**src/rtl/warmboot_pkg.sv**
```systemverilog
// Shared types and constants for the SB_WARMBOOT sequencer.
// Image encodings match the {S1,S0} inputs of the warmboot primitive.
package warmboot_pkg;

  typedef enum logic [1:0] {
    IDLE  = 2'b00,
    HELD  = 2'b01,
    DRAIN = 2'b10,
    BOOT  = 2'b11
  } wb_state_t;

  localparam logic [1:0] IMG_BOOTLOADER = 2'b00;
  localparam logic [1:0] IMG_USER       = 2'b01;

endpackage

```
**src/rtl/warmboot_sequencer_button_debounce.sv**
```systemverilog
// Two-flop synchronizer plus counting debouncer for the active-low user button.
// The debounced level flips only after DEBOUNCE_CYCLES consecutive differing samples.
module button_debounce #(
  parameter int DEBOUNCE_CYCLES = 12000
) (
  input  logic clk,
  input  logic reset_n,
  input  logic raw_n,
  output logic pressed
);

  localparam int CNT_W = $clog2(DEBOUNCE_CYCLES + 1);
  localparam logic [CNT_W-1:0] CNT_LAST = CNT_W'(DEBOUNCE_CYCLES - 1);

  logic             sync1_r;
  logic             sync2_r;
  logic             pressed_r;
  logic [CNT_W-1:0] cnt_r;
  logic             sample_s;

  // Synchronizer flops idle high (button released).
  always_ff @(posedge clk or negedge reset_n) begin
    if (!reset_n) begin
      sync1_r <= 1'b1;
      sync2_r <= 1'b1;
    end else begin
      sync1_r <= raw_n;
      sync2_r <= sync1_r;
    end
  end

  // Synchronized pin inverted into pressed polarity.
  always_comb begin
    sample_s = ~sync2_r;
  end

  // Count consecutive disagreeing samples; any agreeing sample restarts the run.
  always_ff @(posedge clk or negedge reset_n) begin
    if (!reset_n) begin
      cnt_r     <= {CNT_W{1'b0}};
      pressed_r <= 1'b0;
    end else if (sample_s != pressed_r) begin
      if (cnt_r == CNT_LAST) begin
        pressed_r <= sample_s;
        cnt_r     <= {CNT_W{1'b0}};
      end else begin
        cnt_r <= cnt_r + {{(CNT_W-1){1'b0}}, 1'b1};
      end
    end else begin
      cnt_r <= {CNT_W{1'b0}};
    end
  end

  assign pressed = pressed_r;

endmodule

```
**src/rtl/warmboot_sequencer.sv**
```systemverilog
// Arbitrates button presses against the bootloader boot command, quiesces the
// SPI flash bus and then drives the SB_WARMBOOT select and BOOT inputs.
module warmboot_sequencer
  import warmboot_pkg::*;
#(
  parameter int         DEBOUNCE_CYCLES   = 12000,
  parameter int         LONG_PRESS_CYCLES = 12000000,
  parameter int         QUIET_CYCLES      = 16,
  parameter logic [1:0] SHORT_IMAGE       = IMG_USER,
  parameter logic [1:0] LONG_IMAGE        = IMG_BOOTLOADER
) (
  input  logic       clk,
  input  logic       reset_n,
  input  logic       button_n,
  input  logic       boot_cmd,
  input  logic [1:0] boot_cmd_image,
  input  logic       spi_cs,
  output logic       spi_hold,
  output logic [1:0] warm_s,
  output logic       warm_boot,
  output logic       busy
);

  localparam int HOLD_W  = $clog2(LONG_PRESS_CYCLES + 1);
  localparam int QUIET_W = $clog2(QUIET_CYCLES + 1);
  localparam logic [HOLD_W-1:0]  HOLD_LAST  = HOLD_W'(LONG_PRESS_CYCLES - 1);
  localparam logic [HOLD_W-1:0]  HOLD_MAX   = {HOLD_W{1'b1}};
  localparam logic [QUIET_W-1:0] QUIET_LAST = QUIET_W'(QUIET_CYCLES - 1);
  localparam logic [QUIET_W-1:0] QUIET_MAX  = {QUIET_W{1'b1}};

  wb_state_t          state_r;
  logic [HOLD_W-1:0]  hold_cnt_r;
  logic [QUIET_W-1:0] quiet_cnt_r;
  logic [1:0]         image_r;
  logic               spi_hold_r;
  logic               warm_boot_r;
  logic [1:0]         warm_s_r;
  logic               busy_r;

  logic               pressed_s;
  logic               pressed_d_r;
  logic               rise_s;
  logic               fall_s;
  logic               drain_go_s;
  logic [1:0]         drain_img_s;

  button_debounce #(
    .DEBOUNCE_CYCLES (DEBOUNCE_CYCLES)
  ) u_debounce (
    .clk     (clk),
    .reset_n (reset_n),
    .raw_n   (button_n),
    .pressed (pressed_s)
  );

  // Previous debounced level for edge detection.
  always_ff @(posedge clk or negedge reset_n) begin
    if (!reset_n) begin
      pressed_d_r <= 1'b0;
    end else begin
      pressed_d_r <= pressed_s;
    end
  end

  // Decide whether this cycle enters DRAIN and with which image.
  // The boot command outranks any button activity.
  always_comb begin
    rise_s      = pressed_s & ~pressed_d_r;
    fall_s      = ~pressed_s & pressed_d_r;
    drain_go_s  = 1'b0;
    drain_img_s = image_r;
    case (state_r)
      IDLE: begin
        if (boot_cmd) begin
          drain_go_s  = 1'b1;
          drain_img_s = boot_cmd_image;
        end else begin
          drain_go_s  = 1'b0;
        end
      end
      HELD: begin
        if (boot_cmd) begin
          drain_go_s  = 1'b1;
          drain_img_s = boot_cmd_image;
        end else if (hold_cnt_r == HOLD_LAST) begin
          drain_go_s  = 1'b1;
          drain_img_s = LONG_IMAGE;
        end else if (fall_s) begin
          drain_go_s  = 1'b1;
          drain_img_s = SHORT_IMAGE;
        end else begin
          drain_go_s  = 1'b0;
        end
      end
      default: begin
        drain_go_s  = 1'b0;
      end
    endcase
  end

  // Sequencer state machine with registered outputs.
  always_ff @(posedge clk or negedge reset_n) begin
    if (!reset_n) begin
      state_r     <= IDLE;
      hold_cnt_r  <= {HOLD_W{1'b0}};
      quiet_cnt_r <= {QUIET_W{1'b0}};
      image_r     <= 2'b00;
      spi_hold_r  <= 1'b0;
      warm_boot_r <= 1'b0;
      warm_s_r    <= 2'b00;
      busy_r      <= 1'b0;
    end else if (drain_go_s) begin
      state_r     <= DRAIN;
      image_r     <= drain_img_s;
      warm_s_r    <= drain_img_s;
      quiet_cnt_r <= {QUIET_W{1'b0}};
      spi_hold_r  <= 1'b1;
      warm_boot_r <= 1'b0;
      busy_r      <= 1'b1;
    end else begin
      case (state_r)
        IDLE: begin
          if (rise_s) begin
            state_r    <= HELD;
            hold_cnt_r <= {HOLD_W{1'b0}};
            busy_r     <= 1'b1;
          end else begin
            busy_r     <= 1'b0;
          end
        end
        HELD: begin
          if (hold_cnt_r != HOLD_MAX) begin
            hold_cnt_r <= hold_cnt_r + {{(HOLD_W-1){1'b0}}, 1'b1};
          end else begin
            hold_cnt_r <= hold_cnt_r;
          end
        end
        DRAIN: begin
          // Require an unbroken run of idle chip-select cycles.
          if (!spi_cs) begin
            quiet_cnt_r <= {QUIET_W{1'b0}};
          end else if (quiet_cnt_r == QUIET_LAST) begin
            state_r     <= BOOT;
            warm_boot_r <= 1'b1;
          end else if (quiet_cnt_r != QUIET_MAX) begin
            quiet_cnt_r <= quiet_cnt_r + {{(QUIET_W-1){1'b0}}, 1'b1};
          end else begin
            quiet_cnt_r <= quiet_cnt_r;
          end
        end
        BOOT: begin
          spi_hold_r  <= 1'b1;
          warm_boot_r <= 1'b1;
          warm_s_r    <= image_r;
          busy_r      <= 1'b1;
        end
        default: begin
          state_r     <= IDLE;
          spi_hold_r  <= 1'b0;
          warm_boot_r <= 1'b0;
          warm_s_r    <= 2'b00;
          busy_r      <= 1'b0;
        end
      endcase
    end
  end

  assign spi_hold  = spi_hold_r;
  assign warm_boot = warm_boot_r;
  assign warm_s    = warm_s_r;
  assign busy      = busy_r;

endmodule

```
**config.mk**
```make
export PLATFORM = sky130hd
export DESIGN_NAME = warmboot_sequencer
export DESIGN_NICKNAME = d
export VERILOG_FILES = /design/src/rtl/warmboot_pkg.sv /design/src/rtl/warmboot_sequencer_button_debounce.sv /design/src/rtl/warmboot_sequencer.sv
export SDC_FILE = /design/constraint.sdc
export NUM_CORES = 1
export LEC_CHECK = 0
export BUFFER_PORTS_ARGS = -buffer_cell sky130_fd_sc_hd__buf_2
export CAP_MARGIN = 5
export CORE_UTILIZATION = 50
export CTS_CLUSTER_DIAMETER = 200
export DETAILED_ROUTE_END_ITERATION = 10
export HOLD_SLACK_MARGIN = 0.12
export PLACE_DENSITY = 0.7
export SYNTH_ARGS = -nofsm -noshare
export SYNTH_HDL_FRONTEND = slang
export SYNTH_HIERARCHICAL = 1
export SYNTH_SLANG_ARGS = --single-unit
```
**constraint.sdc**
```tcl
create_clock -name clk -period 2.7 [get_ports clk]
set_input_delay 0.54 -clock clk [delete_from_list [all_inputs] [get_ports clk]]
set_output_delay 0.54 -clock clk [all_outputs]
set_load 0.005 [all_outputs]
```
* After elaboration in Yosys (flattened, before gate mapping)
Index checks and enable logic that the tools add are counted.
W data, S select, Z words.
** Storage, ports and cells
- Output and inout port bits :: 5
- Word-level logic and storage cells :: 86
- Input port bits :: 7
- Register bits :: 56
** Operators by class
- Reductions and logical operators :: 12
- Bitwise gates (word level) :: 6
- Multiplexer cells :: 36
- Add/sub/neg operators :: 3
- Equal/unequal tests :: 16
** Operators with widths (count)
- $mux W24 :: 2
- $pmux W24 S2 :: 1
- $mux W14 :: 2
- $mux W5 :: 5
- $add A24 B1 Y24 const B :: 1
- $eq A24 B24 Y1 const B :: 1
- $ne A24 B24 Y1 const B :: 1
- $mux W2 :: 10
- $add A14 B1 Y14 const B :: 1
- $eq A14 B14 Y1 const B :: 1
- $ne A3 B3 Y1 const B :: 4
- $mux W1 :: 11
- $reduce_bool A3 Y1 :: 3
- $pmux W2 S2 :: 2
- $reduce_and A4 Y1 :: 2
- $pmux W1 S2 :: 3
- $reduce_and A3 Y1 :: 2
- $reduce_bool A2 Y1 :: 3
- $add A5 B1 Y5 const B :: 1
- $eq A5 B4 Y1 const B :: 1
- $ne A5 B5 Y1 const B :: 1
- $eq A2 B2 Y1 const B :: 2
- $ne A2 B2 Y1 const B :: 2
- $not A1 Y1 :: 4
- 6 further kinds :: 7

* Logic depth before layout (Yosys ltp)
Gate-level depths: netlist (run 1).
- Word-level depth :: 8
- Gate-level depth with buffers :: 9
- Depth with buffers taken out :: 8

* Hierarchy
The synthesis (run 1) kept the hierarchy.
** By module, submodules not included
- warmboot_sequencer :: cells an instance 264, seq. area each 975.9 um^2, times used 1, area each 2413.6 um^2
- button_debounce :: cells an instance 77, seq. area each 427.9 um^2, times used 1, area each 827.0 um^2

* Least setup slack after synthesis (run 1)
No wires, ideal clock.
- Path kind :: reg-to-reg
- Start point :: register quiet_cnt_r[0]
- End point :: register quiet_cnt_r[3]
- Period minus slack after synthesis :: 2147 ps
- Arrival time :: 2075 ps
- Library setup time :: 72 ps
- Stages on the path, launching flop included :: 10
- Buffers on the path :: 1
- Data required time :: 2628 ps
- Setup slack :: 553 ps
- Cell sequence :: dfrtp_1 -> ha_1 -> and3_1 -> ha_1 -> or2_1 -> clkbuf_1 -> or4_1 -> nand2_1 -> a22oi_1 -> nor2_1
** Between the ends
- Word-level cells in the longest chain between the ends :: 6
- Elaborated cells on any way between the ends :: 11
- Those cells by class :: add/sub: 1; eq/ne: 4; mux: 5; reduce/logical: 1
** Ends and longest elaborated chain
- start, declared :: line warmboot_sequencer.sv:33 : logic [QUIET_W-1:0] quiet_cnt_r;
- start signal, assigned :: line warmboot_sequencer.sv:106 : quiet_cnt_r <= {QUIET_W{1'b0}};
- start signal, assigned :: line warmboot_sequencer.sv:116 : quiet_cnt_r <= {QUIET_W{1'b0}};
- start signal, assigned :: line warmboot_sequencer.sv:141 : quiet_cnt_r <= {QUIET_W{1'b0}};
- $add A5 B1 Y5 :: line warmboot_sequencer.sv:146 : quiet_cnt_r <= quiet_cnt_r + {{(QUIET_W-1){1'b0}}, 1'b1};
- $mux W5 :: line warmboot_sequencer.sv:145 : end else if (quiet_cnt_r != QUIET_MAX) begin
- $mux W5 :: line warmboot_sequencer.sv:142 : end else if (quiet_cnt_r == QUIET_LAST) begin
- $mux W5 :: line warmboot_sequencer.sv:140 : if (!spi_cs) begin
- $mux W5 :: line warmboot_sequencer.sv:121 : case (state_r)
- $mux W5 :: line warmboot_sequencer.sv:112 : end else if (drain_go_s) begin
Several ways; a longest one is shown, not always the timed one. The select of a mux whose other input is x is not followed.
A chain may end at the register's enable or synchronous reset.

* Worst setup path in the final report (run 1)
- Start point :: register hold_cnt_r[0]
- End point :: register hold_cnt_r[7]
** Between the ends
- Word-level cells in the longest chain between the ends :: 6
- Elaborated cells on any way between the ends :: 11
- Those cells by class :: add/sub: 1; eq/ne: 3; mux: 5; bitwise: 1; reduce/logical: 1
** Ends and longest elaborated chain
- start, declared :: line warmboot_sequencer.sv:32 : logic [HOLD_W-1:0] hold_cnt_r;
- start signal, assigned :: line warmboot_sequencer.sv:105 : hold_cnt_r <= {HOLD_W{1'b0}};
- start signal, assigned :: line warmboot_sequencer.sv:125 : hold_cnt_r <= {HOLD_W{1'b0}};
- start signal, assigned :: line warmboot_sequencer.sv:133 : hold_cnt_r <= hold_cnt_r + {{(HOLD_W-1){1'b0}}, 1'b1};
- branches (longest 6 deep; another with $add A24 B1 Y24)
Parallel ways; which one is timed is not known. The select of a mux whose other input is x is not followed.

==> metrics.txt, run 1 <==
hold path endpoint=u_debounce/sync1_r; maximum vdd drop=0.398 mV; Final #Nets=364; #FFs+latches synth=56; GRT Util Overall=between 20 and 25%; area of the die=a little under 0.007 mm2; hold path depth=1; Final Total Pwr=~1.6 mW; Final GP Congestion=0.865; Post-Syn Area per Cell=between 9 and 10 um2; reg2reg end=hold_cnt_r[7]; setup violators final=0; clock root buffer=clkbuf_8; combinational share of power=6.5%; TritonCTS clock tree=done; Core ar.=0.00610 mm2; initial antenna violation count=0; Clock Pin Slew Worst Setup and Hold Paths=~100 ps; Reg power frac=a little under three fifths; CP arrival=between 2000 and 3000 ps; # diodes=0; clock share of power=around 36%; power density cells=~450 mW/mm2; io pins=12; via/cell ratio=6.36; ys flop type=dfrtp_1; Register-to-Register Path Depth=6; Fin Hold WS=314 ps; worst-path maximum fanout=12; pin count of the biggest net entering global routing=41; # resized after CTS=0; initial detailed-routing violation count=300; Hold WC Path Type=input port to flip-flop; asr flop ratio synth=100%; Slew Limit Fails=0; DR DRC count=0; clk_skew=just over 8 ps; die width=82.5 um; status=complete, no violations; grt ovf=0; Int Power=around 1.2 mW; fraction of layout cells with a size suffix above 1=between 10% and 20%; final hold vios=0; vias in the first global route=about 2500; setup bufs post-CTS=0; routed len/inst=around 17 um; Netlist Area Pre-Place=0.00324 mm2; CTS Buf Count=5; drt pass-1 iters=4; WL final=7070 um; DP HPWL=4920 um; worst-margin pin slew=between 800 and 900 ps; fin util=around 57%; Net Count, Synth=between 300 and 400; Die Span Y=around 83 um; Leak=~1.4 nW; period utilization=around 86%; HP Start=button_n; setup TNS=0 ps; CTS Buffer Depth=2; starting density of the core=between 50% and 60%; max_cap viols=0; global-route wire length before repair=11900 um; clk sinks=56; number of flops mapped to enable cells by yosys=0; IO Port Bufs=11; CP Launch Point=hold_cnt_r[0]; worst r2r src=hold_cnt_r[0]; synthesized instance count=between 300 and 400; switching share of power=24.4%; R2R Setup Slk=roughly 380 ps; Max Fclk=between 400 and 500 MHz; min Tclk post-route=2320 ps; YS warnings=6; RSZ-0062 raised after global routing=no; Seq/Total Area, Yosys=approximately 43%; post-route setup slack=~380 ps; startpoint types=flip-flop; Worst Setup End Kind=flip-flop; P_sw=around 0.38 mW; Crit Path Category=flip-flop to flip-flop; Row Count=28; routed via count=about 2700; Clock H-tree levels=2; Final ANT Viol Nets=0; Slew HR=between 40% and 50%; Layout Area Growth over Synthesis=7.22%; Required @ worst endpoint=around 2900 ps; post-synthesis cell type count=between 60 and 70; pre-CTS setup slack=about 410 ps; Worst-Skew Late Latency=roughly 320 ps; hold_buf cts=0
==> power groups by stage <==
stage | clock (mW) | combinational [mW] | sequential [mW]
6_report | 0.570 | 0.102 | 0.905
5_1_grt | 0.616 | 0.118 | 0.911
4_1_cts | 0.589 | 0.104 | 0.904
3_5_place_dp | 0 | 0.104 | 0.920
3_3_place_gp | 0 | 0.102 | 0.920
2_1_floorplan | 0 | 0.0734 | 0.908
==> metrics by stage <==
step	cell area (um2)	std cells
global route	3470	427
detailed placement	3360	419
floorplan	3240	341
finish	3470	427
CTS	3470	427
global placement	3360	419
==> area by class of cell <==
cell class | instances | area (um2)
Clock buffer | 6 | 72.6
Tap cell | 75 | 93.8
Timing Repair Buffer | 23 | 145
Clock inverter | 2 | 38.8
Sequential cell | 56 | 1400
Fill cell | 536 | 2620
Inverter | 15 | 56.3
Multi-Input combinational cell | 250 | 1660
==> how the worst max path moves through the flow <==
stage | to | slack [ps] | cells after the start
finish | hold_cnt_r[7] | 380 | 6
global route | hold_cnt_r[5] | 200 | 6
CTS | hold_cnt_r[9] | 390 | 6
detailed placement | hold_cnt_r[7] | 410 | 6
global placement | quiet_cnt_r[3] | 530 | 8
floorplan | quiet_cnt_r[3] | 550 | 9
==> Yosys cell counts, types with 3 or more instances <==
master | number | share of area (%)
a21oi_1 | 10 | 1.5
a22oi_1 | 3 | 0.69
a31oi_1 | 6 | 1.2
a41oi_1 | 3 | 0.81
and2_1 | 3 | 0.58
and3_1 | 7 | 1.4
buf_2 | 5 | 0.77
clkbuf_1 | 11 | 1.3
dfrtp_1 | 54 | 42
ha_1 | 6 | 2.3
inv_1 | 15 | 1.7
mux2_2 | 3 | 1.0
nand2_1 | 23 | 2.7
nand2b_1 | 4 | 0.77
nand3_1 | 21 | 3.2
nand4_1 | 12 | 2.3
nor2_1 | 29 | 3.4
nor2_2 | 4 | 0.77
nor3_1 | 6 | 0.93
nor4_1 | 4 | 0.77
o211ai_1 | 3 | 0.69
o21ai_0 | 9 | 1.4
o31ai_1 | 17 | 3.9
o31ai_2 | 6 | 2.3
o41ai_1 | 13 | 3.5
xnor2_1 | 7 | 1.9
xor2_1 | 6 | 1.6
==> flip-flops by register name (all words and copies together), names as in the netlist, 2 cells and up <==
name,cells
hold_cnt_r,24
u_debounce/cnt_r,14
quiet_cnt_r,5
image_r,2
state_r,2
warm_s,2
==> layer usage <==
metal  vias up  part of all wire [%]  track usage [%]
li1       1298                     -                -
met1      1333                    48             31.0
met2        70                    46             37.0
met3        14                   3.7             4.07
met4         0                   1.7             7.59
met5         -                     0                0
==> kinds of logic (layout without fill, tap and decap cells) <==
family | Yosys count | in the layout | synth area share (%)
buf+inv | 35 | 46 | 5.33
flops | 56 | 56 | 43.3
compound gates | 90 | 90 | 21.0
xor+xnor | 13 | 13 | 3.51
simple gates | 138 | 138 | 23.5
fa+ha+maj | 6 | 6 | 2.32
mux | 3 | 3 | 1.04
==> layout by cell type, fill, tap and decap left out, drive strengths merged, types with 3 or more instances in the layout <==
cell type | synthesis | final
a21oi | 10 | 10
dfrtp | 54 | 54
and4 | 3 | 3
ha | 6 | 6
inv | 15 | 16
or2 | 5 | 5
nand2 | 23 | 23
o211ai | 3 | 3
nand3 | 21 | 21
a41oi | 3 | 3
and3 | 9 | 9
o41ai | 13 | 13
buf | 9 | 23
mux2 | 3 | 3
a31oi | 6 | 6
nor4 | 7 | 7
clkbuf | 11 | 6
xor2 | 6 | 6
nand4 | 12 | 12
nand2b | 4 | 4
xnor2 | 7 | 7
o31ai | 23 | 23
nor3 | 6 | 6
and2 | 4 | 4
nor2 | 33 | 33
a22oi | 3 | 3
o21ai | 11 | 11
==> worst max-delay path: stages, from the launching register on <==
cell and delay (ps):
dfrtp_1 410, ha_1 220, nand3_1 190, nor4_4 320, a311o_1 440, or2_1 460, o31ai_1 150
Note: power is estimated with default switching activity, not from simulation.
==> run 2: changes to the inputs <==
CTS_BUF_LIST = sky130_fd_sc_hd__clkbuf_4   (was unset)
clock period = 2.75 ns   (was 2.7 ns; I/O delays follow)
==> metrics.txt, run 2 (synthesized netlist as in run 1, its figures left out) <==
status=complete, no violations (unchanged); Required @ worst endpoint=3010 ps (was 2880 ps); R2R Setup Slk=440 ps (was 380 ps); area of the die=0.00681 mm2 (unchanged); Max Fclk=432 MHz (was 431 MHz); GRT Util Overall=22.9% (about the same); routed via count=2665 (was 2715); Die Span Y=82.5 um (unchanged); Leak=1.36 nW (was 1.39 nW); Crit Path Category=flip-flop to flip-flop (unchanged); routed len/inst=16.1 um (was 16.6 um); Clock H-tree levels=2 (unchanged); Largest register FFs=24 (unchanged); combinational share of power=7.4% (was 6.5%); Register-to-Register Path Depth=6 (unchanged); Clock Pin Slew Worst Setup and Hold Paths=170 ps (was 100 ps); Layout Area Growth over Synthesis=5.41% (was 7.22%); IO Port Bufs=11 (unchanged); HP Start=button_n (unchanged); clk_skew=19.8 ps (was 8.21 ps); io pins=12 (unchanged); vias in the first global route=2575 (was 2492); CP Launch Point=hold_cnt_r[1] (was hold_cnt_r[0]); Final GP Congestion=0.848 (was 0.865); worst r2r src=hold_cnt_r[1] (was hold_cnt_r[0]); global-route wire length before repair=12100 um (was 11900 um); post-route setup slack=436 ps (was 378 ps); # diodes=0 (unchanged); initial detailed-routing violation count=212 (was 300); hold path depth=1 (unchanged); CP max stage cell=or2_1 (unchanged); setup violators final=0 (unchanged); Hold WC Path Type=input port to flip-flop (unchanged); Final ANT Viol Nets=0 (unchanged); via/cell ratio=6.26 (was 6.36); Worst-Skew Late Latency=390 ps (was 320 ps); DR DRC count=0 (unchanged); clk sinks=56 (unchanged); CP max stage delay=450 ps (was 460 ps); switching share of power=27.3% (was 24.4%); grt ovf=0 (unchanged); hold_buf cts=0 (unchanged); RSZ-0062 raised after global routing=no (unchanged); period utilization=84.2% (was 86.0%); hold path endpoint=u_debounce/sync1_r (unchanged); starting density of the core=53.2% (unchanged); P_sw=0.375 mW (was 0.385 mW); max_cap viols=0 (unchanged); critical-path cell list=ha_1 -> nand3_1 -> nor4_4 -> a311o_1 -> or2_1 -> o31ai_1 (unchanged); setup TNS=0 ps (unchanged); DP HPWL=4810 um (was 4920 um); Worst Setup End Kind=flip-flop (unchanged); Largest Register=hold_cnt_r (unchanged); reg2reg end=hold_cnt_r[7] (unchanged); drt pass-1 iters=4 (unchanged); Slew Limit Fails=0 (unchanged); most common cell after layout, fill and taps aside=dfrtp_1 (unchanged); clock share of power=27.9% (was 36.1%); clock root buffer=clkbuf_4 (was clkbuf_8); Top Registers=hold_cnt_r: 24 flops, u_debounce/cnt_r: 14 flops, quiet_cnt_r: 5 flops (unchanged); Fin Hold WS=233 ps (was 314 ps); Int Power=0.999 mW (was 1.19 mW); TritonCTS clock tree=done (unchanged); maximum vdd drop=0.212 mV (was 0.398 mV); Slew HR=39.6% (was 41.3%); Core ar.=0.00610 mm2 (unchanged); commonest cells after routing, fill and taps aside=dfrtp_1 (54), nor2_1 (29), nand2_1 (23) (unchanged); die width=82.5 um (unchanged); pre-CTS setup slack=452 ps (was 407 ps); pin count of the biggest net entering global routing=41 (unchanged); power density cells=402 mW/mm2 (was 454 mW/mm2); Row Count=28 (unchanged); CP arrival=2580 ps (was 2500 ps); WL final=6880 um (was 7070 um); initial antenna violation count=0 (unchanged); startpoint types=flip-flop (unchanged); worst-margin pin slew=907 ps (was 881 ps); # resized after CTS=0 (unchanged); worst-path maximum fanout=12 (unchanged); CTS Buffer Depth=2 (unchanged); final hold vios=0 (unchanged); CTS Buf Count=5 (unchanged); Reg power frac=64.7% (was 57.4%); fraction of layout cells with a size suffix above 1=15.4% (was 15.3%); setup bufs post-CTS=0 (unchanged); Final #Nets=363 (was 364); fillcell total=556 (was 536); min Tclk post-route=2310 ps (was 2320 ps)
## run 2: cell types whose count changed in the layout (fill, tap and decap cells not counted)
cell,change
clkbuf_4,+5
clkbuf_8,-5
buf_4,-1
bufinv_16,-1
clkbuf_1,-1
clkinv_2,+1
clkinv_4,+1
## run 2: layer usage
layer | wire (um) | part of all wire, % | track usage, %
met4 | 55 | 0.80 | 7.07
met2 | 3220 | 47 | 37.7
met5 | 0 | 0 | 0
met1 | 3310 | 48 | 31.0
met3 | 299 | 4.3 | 3.63
## run 2: area by class of cell
class                   instances  area, um2  share of cell area (%)
clock buffers                   5       37.5                    1.10
clock inverters                 3       22.5                   0.659
inverters                      15       56.3                    1.65
multi-input cells             250       1660                    48.7
flip-flops and latches         56       1400                    41.1
well taps                      75       93.8                    2.75
repair buffers                 22        138                    4.03
## run 2: worst max path at each step
stage	end	slack, ps	cells past startpoint
5_1_grt	hold_cnt_r[9]	230	6
6_report	hold_cnt_r[7]	440	6
2_1_floorplan	quiet_cnt_r[3]	600	9
4_1_cts	hold_cnt_r[13]	430	6
3_5_place_dp	hold_cnt_r[13]	450	6
3_3_place_gp	hold_cnt_r[13]	560	5
## run 2: power groups by stage
stage | combinational (mW) | clock [mW] | sequential (mW)
after global routing | 0.117 | 0.424 | 0.895
after floorplan | 0.0721 | 0 | 0.891
final | 0.101 | 0.384 | 0.889
after CTS | 0.104 | 0.398 | 0.889
after detailed placement | 0.103 | 0 | 0.904
after global placement | 0.101 | 0 | 0.903
## run 2: worst max-delay path, delay by kind of cell (launching register included)
| kind | cells | cell delay [ps] |
|---|---|---|
| compound gates | 2 | 560 |
| fa+ha+maj | 1 | 220 |
| flops | 1 | 420 |
| simple gates | 3 | 980 |
## run 2: metrics by stage
| step | area (um2) | power [mW] | utilization (%) | cells |
|---|---|---|---|---|
| finish | 3420 | 1.37 | 56.0 | 426 |
| global route | 3420 | 1.44 | 56.0 | 426 |
| CTS | 3420 | 1.39 | 56.0 | 426 |
| detailed placement | 3360 | 1.01 | 55.0 | 418 |
| global placement | 3360 | 1.00 | 55.0 | 418 |
| floorplan | 3240 | 0.964 | - | 341 |
==> run 3: changes to the inputs <==
PLACE_DENSITY = 0.72   (was 0.7)
clock period = 2.1 ns   (was 2.75 ns; I/O delays follow)
==> metrics.txt, run 3 (synthesized netlist as in run 1, its figures left out) <==
status=complete, no violations (unchanged); Int Power=1.33 mW (was 0.999 mW); top layer in use=met4 (unchanged); TritonCTS clock tree=done (unchanged); Worst Setup End Kind=flip-flop (unchanged); Layout Area Growth over Synthesis=16.8% (was 5.41%); power density cells=482 mW/mm2 (was 402 mW/mm2); setup TNS=0 ps (unchanged); Top Registers=hold_cnt_r: 24 flops, u_debounce/cnt_r: 14 flops, quiet_cnt_r: 5 flops (unchanged); combinational share of power=9.9% (was 7.4%); Worst-Skew Late Latency=380 ps (was 390 ps); Largest Register=hold_cnt_r (unchanged); Met3 Wirelength=354 um (was 299 um); routed len/inst=16.3 um (was 16.1 um); io pins=12 (unchanged); post-route setup slack=60.7 ps (was 436 ps); CTS Buffer Depth=2 (unchanged); drt pass-1 iters=8 (was 4); routed via count=2872 (was 2665); switching share of power=27.0% (was 27.3%); Leak=1.55 nW (was 1.36 nW); most common cell after layout, fill and taps aside=dfrtp_1 (unchanged); pin count of the biggest net entering global routing=36 (was 41); Largest register FFs=24 (unchanged); final hold vios=0 (unchanged); IO Port Bufs=11 (unchanged); startpoint types=flip-flop (unchanged); initial detailed-routing violation count=195 (was 212); clk sinks=56 (unchanged); P_sw=0.492 mW (was 0.375 mW); grt ovf=0 (unchanged); # diodes=0 (unchanged); Hold WC Path Type=input port to flip-flop (unchanged); worst-margin pin slew=655 ps (was 907 ps); maximum vdd drop=0.307 mV (was 0.212 mV); Crit Path Category=flip-flop to flip-flop (unchanged); period utilization=97.1% (was 84.2%); GRT Util Overall=23.7% (was 22.9%); clk_skew=16.9 ps (was 19.8 ps); min Tclk post-route=2040 ps (was 2310 ps); area of the die=0.00681 mm2 (unchanged); initial antenna violation count=0 (unchanged); Clock H-tree levels=2 (unchanged); Final #Nets=398 (was 363); DR WL met2=3610 um (was 3220 um); vias in the first global route=2680 (was 2575); Row Count=28 (unchanged); via/cell ratio=6.23 (was 6.26); Clock Pin Slew Worst Setup and Hold Paths=180 ps (was 170 ps); CTS Buf Count=5 (unchanged); commonest cells after routing, fill and taps aside=dfrtp_1 (54), buf_4 (44), nor2_1 (29) (was dfrtp_1 (54), nor2_1 (29), nand2_1 (23)); Die Span Y=82.5 um (unchanged); worst-path maximum fanout=7 (was 12); Slew HR=56.4% (was 39.6%); CP arrival=2340 ps (was 2580 ps); max_cap viols=0 (unchanged); die width=82.5 um (unchanged); Core ar.=0.00610 mm2 (unchanged); starting density of the core=53.2% (unchanged); setup violators final=0 (unchanged); wire length on met1=3440 um (was 3310 um); Final GP Congestion=0.903 (was 0.848); Reg power frac=63.2% (was 64.7%); Required @ worst endpoint=2400 ps (was 3010 ps); pre-CTS setup slack=-2.07 ps (was 452 ps); WL final=7500 um (was 6880 um); DR DRC count=0 (unchanged); Max Fclk=490 MHz (was 432 MHz); fraction of layout cells with a size suffix above 1=26.9% (was 15.4%); Final ANT Viol Nets=0 (unchanged); DP HPWL=5370 um (was 4810 um); Slew Limit Fails=0 (unchanged); global-route wire length before repair=12300 um (was 12100 um); clock share of power=26.9% (was 27.9%); clock root buffer=clkbuf_4 (unchanged)
-- run 3: cell count changes in the layout (fill, tap and decap cells not counted), sizes merged --
cell	delta
buf	+33
clkinv	-1
clkinvlp	+1
dlygate4sd3	+2
-- run 3: worst max-delay path, cell delays in order (launching register included) --
cell and delay [ps]:
dfrtp_1 440, and3_4 200, and3_4 170, a311o_2 430, or2_1 290, buf_4 180, o31ai_2 230
-- run 3: path summary, 6_finish.rpt --
path / slack (ps) / cells after the start / from / endpoint
worst max-delay path: 60 / 6 / hold_cnt_r[22] / hold_cnt_r[14]
worst min-delay path: 250 / 3 / boot_cmd_image[1] / image_r[1]
worst max register to register: 60 / 6 / hold_cnt_r[22] / hold_cnt_r[14]
worst min register to register: 370 / 0 / u_debounce/sync1_r / u_debounce/sync2_r
max in group asynchronous: 1180 / 3 / reset_n / u_debounce/sync2_r
min in group asynchronous: 530 / 3 / reset_n / quiet_cnt_r[4]
-- run 3: through the flow --
stage / area [um2] / util (%) / total power [mW] / hold slack (ps) / instances
2_1_floorplan: 3250 / - / 1.26 / 124 / 341
3_3_place_gp: 3570 / 58.6 / 1.33 / 348 / 446
3_5_place_dp: 3570 / 58.6 / 1.34 / 347 / 446
4_1_cts: 3670 / 60.1 / 1.83 / 227 / 457
5_1_grt: 3780 / 62.1 / 1.91 / 208 / 461
6_report: 3780 / 62.1 / 1.83 / 247 / 461
-- run 3: cell type report --
type                    instances  area (um2)
fillers                       544        2310
multi-input cells             250        1770
flip-flops and latches         56        1400
repair buffers                 57         405
well taps                      75        93.8
inverters                      15        56.3
clock buffers                   5        37.5
clock inverters                 3        21.3
-- run 3: power by group through the flow --
stage / sequential (mW) / clock [mW] / combinational [mW]
floorplan: 1.17 / 0 / 0.0946
global placement: 1.17 / 0 / 0.160
detailed placement: 1.17 / 0 / 0.163
CTS: 1.15 / 0.510 / 0.172
global route: 1.16 / 0.544 / 0.202
finish: 1.15 / 0.491 / 0.180
-- run 3: timing repair --
action | CTS | global route
hold buffers | 2 | 0
hold endpoints to repair | 55 | 0
gates resized for setup | 2 | 16
pin swaps | 0 | 1
gates cloned | 0 | 0
endpoints found under the setup margin | 6 | 14
setup buffers | 1 | 4
-- run 3: metal layers --
| metal | up-vias | track usage (%) |
|---|---|---|
| met4 | 0 | 8.45 |
| met2 | 89 | 38.7 |
| li1 | 1371 | - |
| met5 | - | 0 |
| met3 | 10 | 4.07 |
| met1 | 1402 | 31.8 |
